### config.mk
export PLATFORM = sky130hd
export DESIGN_NAME = keypad_emulator_flat
export DESIGN_NICKNAME = d
export VERILOG_FILES = /design/src/rtl/keypad_cmd_if.sv /design/src/rtl/keypad_emulator.sv /design/src/flat_wrapper.sv
export SDC_FILE = /design/constraint.sdc
export NUM_CORES = 1
export LEC_CHECK = 0
export CORE_MARGIN = 2
export CORE_UTILIZATION = 58
export DETAILED_ROUTE_END_ITERATION = 12
export PLACE_DENSITY = 0.76
export SYNTH_ARGS = -nofsm -noshare
export SYNTH_HDL_FRONTEND = slang
export SYNTH_SLANG_ARGS = --single-unit
### constraint.sdc
create_clock -name clk -period 3.55 [get_ports clk]
set_clock_uncertainty 0.15 [all_clocks]
set_input_delay 0.71 -clock clk [delete_from_list [all_inputs] [get_ports clk]]
set_output_delay 0.71 -clock clk [all_outputs]
set_load 0.005 [all_outputs]
### src/rtl/keypad_cmd_if.sv
// Command channel of the keypad emulator: one key press request per
// valid/ready transfer.
interface keypad_cmd_if #(
    parameter int HOLD_W = 24
);
    logic              cmd_valid;
    logic              cmd_ready;
    logic [3:0]        cmd_key;
    logic [HOLD_W-1:0] cmd_hold;
    logic              cmd_bounce;

    modport master (
        output cmd_valid, cmd_key, cmd_hold, cmd_bounce,
        input  cmd_ready
    );

    modport slave (
        input  cmd_valid, cmd_key, cmd_hold, cmd_bounce,
        output cmd_ready
    );
endinterface

### src/rtl/keypad_emulator.sv
// Stands in for a physical 4x4 keypad: answers the scanner's active-low column
// drive on the commanded key's row, with optional contact bounce.
module keypad_emulator #(
    parameter int BOUNCE_PERIOD = 6000,
    parameter int BOUNCE_PULSES = 3,
    parameter int GAP_CYCLES    = 240000,
    parameter int HOLD_W        = 24
) (
    input  logic       clk,
    input  logic       reset,
    input  logic [3:0] col,
    output logic [3:0] row,
    keypad_cmd_if.slave cmd,
    output logic       busy,
    output logic       done,
    output logic       contact
);

    localparam int PHASE_W = (BOUNCE_PERIOD > 1) ? $clog2(BOUNCE_PERIOD) : 1;
    localparam int IDX_W   = (BOUNCE_PULSES > 0) ? $clog2(2 * BOUNCE_PULSES) + 1 : 1;
    localparam int GAP_W   = (GAP_CYCLES > 1) ? $clog2(GAP_CYCLES) : 1;

    localparam logic [PHASE_W-1:0] PHASE_LOAD = PHASE_W'((BOUNCE_PERIOD > 0) ? BOUNCE_PERIOD - 1 : 0);
    localparam logic [GAP_W-1:0]   GAP_LOAD   = GAP_W'((GAP_CYCLES > 0) ? GAP_CYCLES - 1 : 0);
    localparam logic [IDX_W-1:0]   LAST_PHASE = IDX_W'((BOUNCE_PULSES > 0) ? 2 * BOUNCE_PULSES - 1 : 0);
    localparam bit                 BOUNCE_EN  = (BOUNCE_PULSES > 0);

    localparam logic [2:0] S_IDLE    = 3'd0;
    localparam logic [2:0] S_PRESS_B = 3'd1;
    localparam logic [2:0] S_HOLD    = 3'd2;
    localparam logic [2:0] S_REL_B   = 3'd3;
    localparam logic [2:0] S_GAP     = 3'd4;

    logic [2:0]        state_reg,     state_next;
    logic [PHASE_W-1:0] phase_cnt_reg, phase_cnt_next;
    logic [IDX_W-1:0]  phase_idx_reg, phase_idx_next;
    logic [HOLD_W-1:0] hold_cnt_reg,  hold_cnt_next;
    logic [GAP_W-1:0]  gap_cnt_reg,   gap_cnt_next;
    logic [3:0]        key_reg,       key_next;
    logic              bounce_reg,    bounce_next;
    logic              contact_reg,   contact_next;
    logic              done_reg,      done_next;
    logic [3:0]        col_meta_reg;
    logic [3:0]        col_s_reg;
    logic [3:0]        row_reg;
    logic [3:0]        row_hit;

    always_comb begin
        state_next     = state_reg;
        phase_cnt_next = phase_cnt_reg;
        phase_idx_next = phase_idx_reg;
        hold_cnt_next  = hold_cnt_reg;
        gap_cnt_next   = gap_cnt_reg;
        key_next       = key_reg;
        bounce_next    = bounce_reg;
        contact_next   = contact_reg;
        done_next      = 1'b0;

        case (state_reg)
            S_IDLE: begin
                if (cmd.cmd_valid) begin
                    key_next      = cmd.cmd_key;
                    bounce_next   = cmd.cmd_bounce && BOUNCE_EN;
                    // A zero hold still closes the contact for one cycle.
                    hold_cnt_next = (cmd.cmd_hold == '0) ? '0 : cmd.cmd_hold - 1'b1;
                    contact_next  = 1'b1;
                    if (cmd.cmd_bounce && BOUNCE_EN) begin
                        state_next     = S_PRESS_B;
                        phase_cnt_next = PHASE_LOAD;
                        phase_idx_next = '0;
                    end else begin
                        state_next = S_HOLD;
                    end
                end
            end
            S_PRESS_B, S_REL_B: begin
                if (phase_cnt_reg != '0) begin
                    phase_cnt_next = phase_cnt_reg - 1'b1;
                end else if (phase_idx_reg == LAST_PHASE) begin
                    if (state_reg == S_PRESS_B) begin
                        state_next   = S_HOLD;
                        contact_next = 1'b1;
                    end else begin
                        state_next   = S_GAP;
                        gap_cnt_next = GAP_LOAD;
                        contact_next = 1'b0;
                    end
                end else begin
                    // Phases alternate, so each boundary simply flips the contact.
                    phase_idx_next = phase_idx_reg + 1'b1;
                    phase_cnt_next = PHASE_LOAD;
                    contact_next   = ~contact_reg;
                end
            end
            S_HOLD: begin
                if (hold_cnt_reg != '0) begin
                    hold_cnt_next = hold_cnt_reg - 1'b1;
                end else begin
                    contact_next = 1'b0;
                    if (bounce_reg) begin
                        state_next     = S_REL_B;
                        phase_cnt_next = PHASE_LOAD;
                        phase_idx_next = '0;
                    end else begin
                        state_next   = S_GAP;
                        gap_cnt_next = GAP_LOAD;
                    end
                end
            end
            S_GAP: begin
                if (gap_cnt_reg != '0) begin
                    gap_cnt_next = gap_cnt_reg - 1'b1;
                end else begin
                    state_next = S_IDLE;
                    done_next  = 1'b1;
                end
            end
            default: begin
                state_next   = S_IDLE;
                contact_next = 1'b0;
            end
        endcase
    end

    always_ff @(posedge clk or posedge reset) begin
        if (reset) begin
            state_reg     <= S_IDLE;
            phase_cnt_reg <= '0;
            phase_idx_reg <= '0;
            hold_cnt_reg  <= '0;
            gap_cnt_reg   <= '0;
            key_reg       <= '0;
            bounce_reg    <= 1'b0;
            contact_reg   <= 1'b0;
            done_reg      <= 1'b0;
        end else begin
            state_reg     <= state_next;
            phase_cnt_reg <= phase_cnt_next;
            phase_idx_reg <= phase_idx_next;
            hold_cnt_reg  <= hold_cnt_next;
            gap_cnt_reg   <= gap_cnt_next;
            key_reg       <= key_next;
            bounce_reg    <= bounce_next;
            contact_reg   <= contact_next;
            done_reg      <= done_next;
        end
    end

    // Column pins are asynchronous to clk; two flops before use.
    always_ff @(posedge clk or posedge reset) begin
        if (reset) begin
            col_meta_reg <= 4'hF;
            col_s_reg    <= 4'hF;
        end else begin
            col_meta_reg <= col;
            col_s_reg    <= col_meta_reg;
        end
    end

    genvar gi;
    generate
        for (gi = 0; gi < 4; gi++) begin : g_row
            assign row_hit[gi] = contact_reg && (key_reg[3:2] == 2'(gi)) && !col_s_reg[key_reg[1:0]];
        end
    endgenerate

    always_ff @(posedge clk or posedge reset) begin
        if (reset) begin
            row_reg <= 4'hF;
        end else begin
            row_reg <= ~row_hit;
        end
    end

    assign row           = row_reg;
    assign cmd.cmd_ready = (state_reg == S_IDLE);
    assign busy          = (state_reg != S_IDLE);
    assign done          = done_reg;
    assign contact       = contact_reg;

endmodule

### src/flat_wrapper.sv
// flat-port wrapper written by rule: the top's interface ports become plain ports
module keypad_emulator_flat 
#(
    parameter int BOUNCE_PERIOD = 6000,
    parameter int BOUNCE_PULSES = 3,
    parameter int GAP_CYCLES    = 240000,
    parameter int HOLD_W        = 24
)
  (clk, reset, col, row, busy, done, contact, cmd_cmd_valid, cmd_cmd_key, cmd_cmd_hold, cmd_cmd_bounce, cmd_cmd_ready);
  keypad_cmd_if #(.HOLD_W(HOLD_W)) cmd_i ();
  input  logic clk;
  input  logic reset;
  input  logic [3:0] col;
  output logic [3:0] row;
  output logic busy;
  output logic done;
  output logic contact;
  input wire logic [$bits(cmd_i.cmd_valid)-1:0] cmd_cmd_valid;
  input wire logic [$bits(cmd_i.cmd_key)-1:0] cmd_cmd_key;
  input wire logic [$bits(cmd_i.cmd_hold)-1:0] cmd_cmd_hold;
  input wire logic [$bits(cmd_i.cmd_bounce)-1:0] cmd_cmd_bounce;
  output wire logic [$bits(cmd_i.cmd_ready)-1:0] cmd_cmd_ready;
  assign cmd_i.cmd_valid = cmd_cmd_valid;
  assign cmd_i.cmd_key = cmd_cmd_key;
  assign cmd_i.cmd_hold = cmd_cmd_hold;
  assign cmd_i.cmd_bounce = cmd_cmd_bounce;
  assign cmd_cmd_ready = cmd_i.cmd_ready;
  keypad_emulator #(.BOUNCE_PERIOD(BOUNCE_PERIOD), .BOUNCE_PULSES(BOUNCE_PULSES), .GAP_CYCLES(GAP_CYCLES), .HOLD_W(HOLD_W)) u_core (.clk(clk), .reset(reset), .col(col), .row(row), .cmd(cmd_i), .busy(busy), .done(done), .contact(contact));
endmodule
==> run_results.csv, run 1 <==
group,metric,value,unit
logic_synthesis,synth_edf_count,0,
grt,grt_overflow,0,
detailed_routing,wire_per_inst,16.3,um
detailed_routing,firstDrtPassIters,4,
grt,grt_pass1_wl,20200,um
logic_synthesis,ys.flop_type,"dfrtp_1",
logic_synthesis,async_reset_ff_share,100,%
logic_synthesis,yosysUniqueCellTypes,67,
logic_synthesis,synth_area,4890,sq um
power_and_ir_drop,power_density,316,nW/um^2
sta,slew_violations,0,
run_status,status,"finished clean",
sta,max_freq,0.323,GHz
detailed_routing,dr_wl_met2,5690,um
worst_setup_path,end_kind,"register",
clocking,cts_tree,"done",
floorplan,die-area,9180,sq um
grt,track_usage,27.9,%
grt,grt_max_degree,43,
clocking,cts_buffers,9,
sta,tightest_slew,0.733,ns
logic_synthesis,synth-seq-cells,81,
power_and_ir_drop,ir_drop,0.000230,V
sta,hold_violations,0,
sta,finalCritPeriodShare,87.3,%
final_layout,layout.nets,662,
final_layout,fin_area,5710,sq um
sta,setup_viol,0,
final_layout,n_antenna_cell,0,
logic_synthesis,synth_seq_area_share,41.8,%
job,drv_cap,0,
logic_synthesis,synth_area_leader_cell,"dfrtp_1",
logic_synthesis,avgSynthCellArea,8.56,sq um
detailed_routing,dr.max_layer_used,"met4",
logic_synthesis,synth_cells,571,
floorplan,pin_count,44,
clocking,cts-resized-gates,0,
floorplan,core,8180,sq um
sta,rsz0062_at_grt,"no",
placement,io_buffer_count,43,
clocking,path_clk_slew,0.10,ns
final_layout,drive_gt1_share,9.81,%
floorplan,rows,33,
final_layout,area_delta_synth_final,16.8,%
detailed_routing,totalWireLength,11900,um
final_layout,largest_register_ffs,24,
detailed_routing,drcViolationCount,0,
detailed_routing,via_per_inst,6.27,
logic_synthesis,synthTopCellsByArea,"dfrtp_1, dfstp_2, a21oi_1, o21ai_0, nor2_1",
clocking,cts-hold-fix-buffers,0,
detailed_routing,antenna_left,0,
clocking,root_buffer,"clkbuf_8",
placement,postPlaceCellArea,5490,sq um
detailed_routing,via_count,4558,
worst_setup_path,critPathLaunchType,"register",
power_and_ir_drop,leakage,2.42,nW
grt,grt_antenna_before_repair,0,
placement,hpwlAfterDp,8510,um
grt,grt_pass1_vias,4286,
worst_setup_path,worstPathArrival,3.20,ns
detailed_routing,drt_iter0_markers,273,
sta,holdWs,0.207,ns
clocking,cts_buffer_depth,2,
clocking,post_cts_buffers,0,
detailed_routing,wl_met1,5420,um
worst_setup_path,critPathMaxFanout,10,
sta,relSlewSlack,51.1,%
sta,finalCriticalPeriod,3.10,ns
floorplan,start_util,59.8,%
logic_synthesis,synth_warnings,0,
placement,gp_congestion,0.946,
floorplan,die_h,95.8,um
clocking,cts_htree_levels,3,
worst_hold_path,hold_class,"reg -> reg",
detailed_routing,met3_length,571,um
logic_synthesis,syn_nets,616,
logic_synthesis,synthDominantCellAreaShare,35.3,%
clocking,numClockSinks,81,
floorplan,die_w,95.8,um
worst_setup_path,path_class,"reg -> reg",
worst_setup_path,cp.required,3.65,ns
sta,fin_setup_tns,0,ns
clocking,clk-insertion-delay-late,0.37,ns
## cells in the mapped netlist, types with 16 or more instances
cell,count
dfrtp_1,69
nor2_1,52
a21oi_1,50
o21ai_0,48
nand2_1,46
nor3_1,34
nand3_1,25
clkbuf_1,20
nor4_1,20
inv_1,16
or3_1,16
## layout by cell type (no fill, tap or decap), types with 3 or more instances in the layout
cell type / Yosys / routed
a211oi_1: 3 / 3
a21oi_1: 50 / 50
a31oi_1: 7 / 7
a41oi_1: 3 / 3
and3_1: 7 / 7
buf_4: 0 / 15
clkbuf_8: 0 / 9
clkdlybuf4s50_1: 0 / 43
dfrtp_1: 69 / 69
dfstp_2: 12 / 12
ha_1: 9 / 9
inv_1: 16 / 15
nand2_1: 46 / 46
nand2b_1: 10 / 10
nand3_1: 25 / 25
nand3b_1: 5 / 5
nand4_1: 5 / 5
nand4b_1: 4 / 4
nor2_1: 52 / 52
nor2b_1: 5 / 5
nor3_1: 34 / 34
nor4_1: 20 / 20
o21ai_0: 48 / 48
o31a_1: 5 / 5
o31ai_1: 9 / 9
o41ai_1: 3 / 3
or2_2: 5 / 5
or3_1: 16 / 16
or3b_2: 3 / 3
or4_1: 12 / 12
xnor2_1: 10 / 10
xor2_1: 9 / 9
## power by group
group	switching [mW]	internal, mW
Sequential	0.00495	0.933
Combinational	0.0570	0.0605
Clock	0.350	0.399
Total	0.412	1.39
## layer usage
layer	up-vias	global-route usage [%]
met1	2187	38.3
met3	16	5.32
li1	2211	-
met4	0	8.69
met2	144	44.9
met5	-	0
## kinds of logic after synthesis
logic type | Yosys count | synth area share, %
AO/OA/AOI/OAI | 152 | 18.9
XOR/XNOR | 19 | 3.40
adder cells (fa/ha/maj) | 9 | 2.30
buffers and inverters | 40 | 3.15
flip-flops | 81 | 41.8
multiplexers | 3 | 0.896
AND/OR/NAND/NOR | 267 | 29.6
## layout make-up
cell class	count	area, sq um
multi-input combinational	450	2690
fill	645	2470
sequential	81	2040
timing repair buffer	59	563
tap	105	131
clock buffer	10	128
clock inverter	6	90.1
inverter	16	61.3
## per-stage QoR
step	instances	total power, mW	worst slack, ns	utilization [%]
after floorplan	571	1.00	0.630	-
after global placement	711	1.07	0.368	67.2
after detailed placement	711	1.07	0.261	67.2
after CTS	727	1.81	0.462	69.8
after global routing	727	1.87	0.223	69.8
final	727	1.81	0.453	69.8
## worst paths after layout
check	startpoint	end	slack [ns]	cells after the start
max	u_core.hold_cnt_reg[3]	u_core.gap_cnt_reg[5]	0.45	6
min	u_core.col_meta_reg[0]	u_core.col_s_reg[0]	0.21	0
max reg2reg	u_core.hold_cnt_reg[3]	u_core.gap_cnt_reg[5]	0.45	6
min reg2reg	u_core.col_meta_reg[0]	u_core.col_s_reg[0]	0.21	0
max in group asynchronous	reset	u_core.row[1]	1.91	3
min in group asynchronous	reset	u_core.gap_cnt_reg[6]	0.61	2
## worst max-delay path: stages (launching register included)
cell and delay, ns:
dfrtp_1 0.48, nor4_4 0.47, nand4b_1 0.27, o31a_1 0.40, or4_1 0.71, o21ai_1 0.16
or3b_1 0.35
No activity file was read; power rests on OpenSTA's default activity.
==> run 2, diff against run 1 <==
- TNS_END_PERCENT: default -> 50
==> results of run 2 <==
Same layout as run 1: the final DEF is identical, and so are final timing and power.
==> RTL change (settings of run 1) <==
Compare `phase_idx_reg` against `LAST_PHASE` with >= in place of ==.
--- a/src/rtl/keypad_emulator.sv
+++ b/src/rtl/keypad_emulator.sv
@@ -76,7 +76,7 @@
             S_PRESS_B, S_REL_B: begin
                 if (phase_cnt_reg != '0) begin
                     phase_cnt_next = phase_cnt_reg - 1'b1;
-                end else if (phase_idx_reg == LAST_PHASE) begin
+                end else if (phase_idx_reg >= LAST_PHASE) begin
                     if (state_reg == S_PRESS_B) begin
                         state_next   = S_HOLD;
                         contact_next = 1'b1;
Behaviour: same outputs for any inputs over 4 cycles, from zero or initial values and one cycle with reset high; that may be too few to reach the edited logic, so the function may still have changed.
==> RTL change against run 1 <==
  * Non-clock buffer count is 1 higher
  * Setup slack worse by 230 ps
  * Design area is 1.2% lower
  * Die area is 1.6% lower
  * Wire length is 1.5% lower
  * Cell count is 1.2% lower
  * Sequential cell count stayed put
  * Area after synthesis is 1.7% lower
  * Critical path type unchanged
  * Critical endpoint is now u_core.gap_cnt_reg[7]$_DFFE_PP0P_
  * Largest cell class unchanged
  * Highest routed layer unchanged
Power is not compared: it rests on default switching activity, and its combinational part moved more than twofold at a synthesized area within 25%.
==> RTL change: results (changes against run 1) <==
reg2reg_slack_ps: 220  # -230 ps
synth-compound-area-share_pct: 18.18  # -0.71 points
cp-endpoint: "u_core.gap_cnt_reg[7]$_DFFE_PP0P_"
critPathArrivalTime_ps: 3490  # +290 ps
critical_path.startpoint: "u_core.phase_cnt_reg[0]$_DFFE_PP0P_"
syn_nets: 601  # -2.4%
drive_gt1_share_pct: 9.951  # +0.14 points
netlist_top_cells_area: "dfrtp_1 36%, dfstp_2 6.6%, o21ai_0 5.6%"
whs_endpoint: "u_core.col_s_reg[2]$_DFF_PP1_"
grt_pass1_wl_um: 19510  # -3.5%
vias: 4465  # -2.0%
grt_usage_pct: 27.43  # -0.49 points
cp_max_fo: 8  # -2
insertedDiodeCount: 0  # unchanged
syn_inst: 555  # -2.8%
synth_xor_area_share_pct: 5.286  # +1.9 points
muxShareOfSynthArea_pct: 1.641  # +0.74 points
preCtsSetupSlack_ps: 174.4  # -86.45 ps
yosys.area_share.adder_pct: 2.604  # +0.30 points
reg2reg_depth: 8  # +2
whs_ps: 209.3  # +2.299 ps
placed_cell_area_mm2: 0.005438  # -0.96%
tightest_slew_ps: 713.9  # -18.74 ps
clk_pin_slew_worst_paths_ps: 90
status: "finished, final reports clean"
gp_congestion: 0.9230  # -2.5%
grt_max_degree: 43  # unchanged
post_drt_via_cell_ratio: 6.219  # -0.81%
grt_pass1_vias: 4152  # -3.1%
cp_slowest_stage_delay_ps: 580  # -130 ps
yosys-top-cells-count: "69 x dfrtp_1, 59 x nand2_1, 54 x o21ai_0, 53 x nor2_1, 29 x a21oi_1"
synth_cell_types: 55  # -18%
drt_iter0_drc: 215  # -21%
cp_slowest_cell: "or4b_2"
finalPower_w: 0.003940
fin_nets: 654  # -1.2%
-- RTL change: layout make-up --
| type | instances | area [µm²] |
|---|---|---|
| inverter | 22 | 87.58 |
| multi-input combinational | 434 | 2610 |
| timing repair buffer | 60 | 570.5 |
| sequential | 81 | 2042 |
| fill | 648 | 2496 |
| clock buffer | 10 | 127.6 |
| clock inverter | 6 | 68.82 |
| tap | 105 | 131.4 |
-- RTL change: repair_timing --
item | 4_1_cts | 5_1_grt
setup endpoints to repair | 0 | 1
endpoints found under the hold margin | 0 | 0
setup buffers | 0 | 0
gates resized for setup | 0 | 1
-- RTL change: layer usage --
| layer | global-route usage, % | wire [µm] | up-vias |
|---|---|---|---|
| met3 | 4.664 | 701 | 22 |
| met5 | 0 | 0 | - |
| met2 | 45.21 | 5791 | 166 |
| li1 | - | - | 2151 |
| met1 | 36.53 | 4980 | 2126 |
| met4 | 10.02 | 236 | 0 |
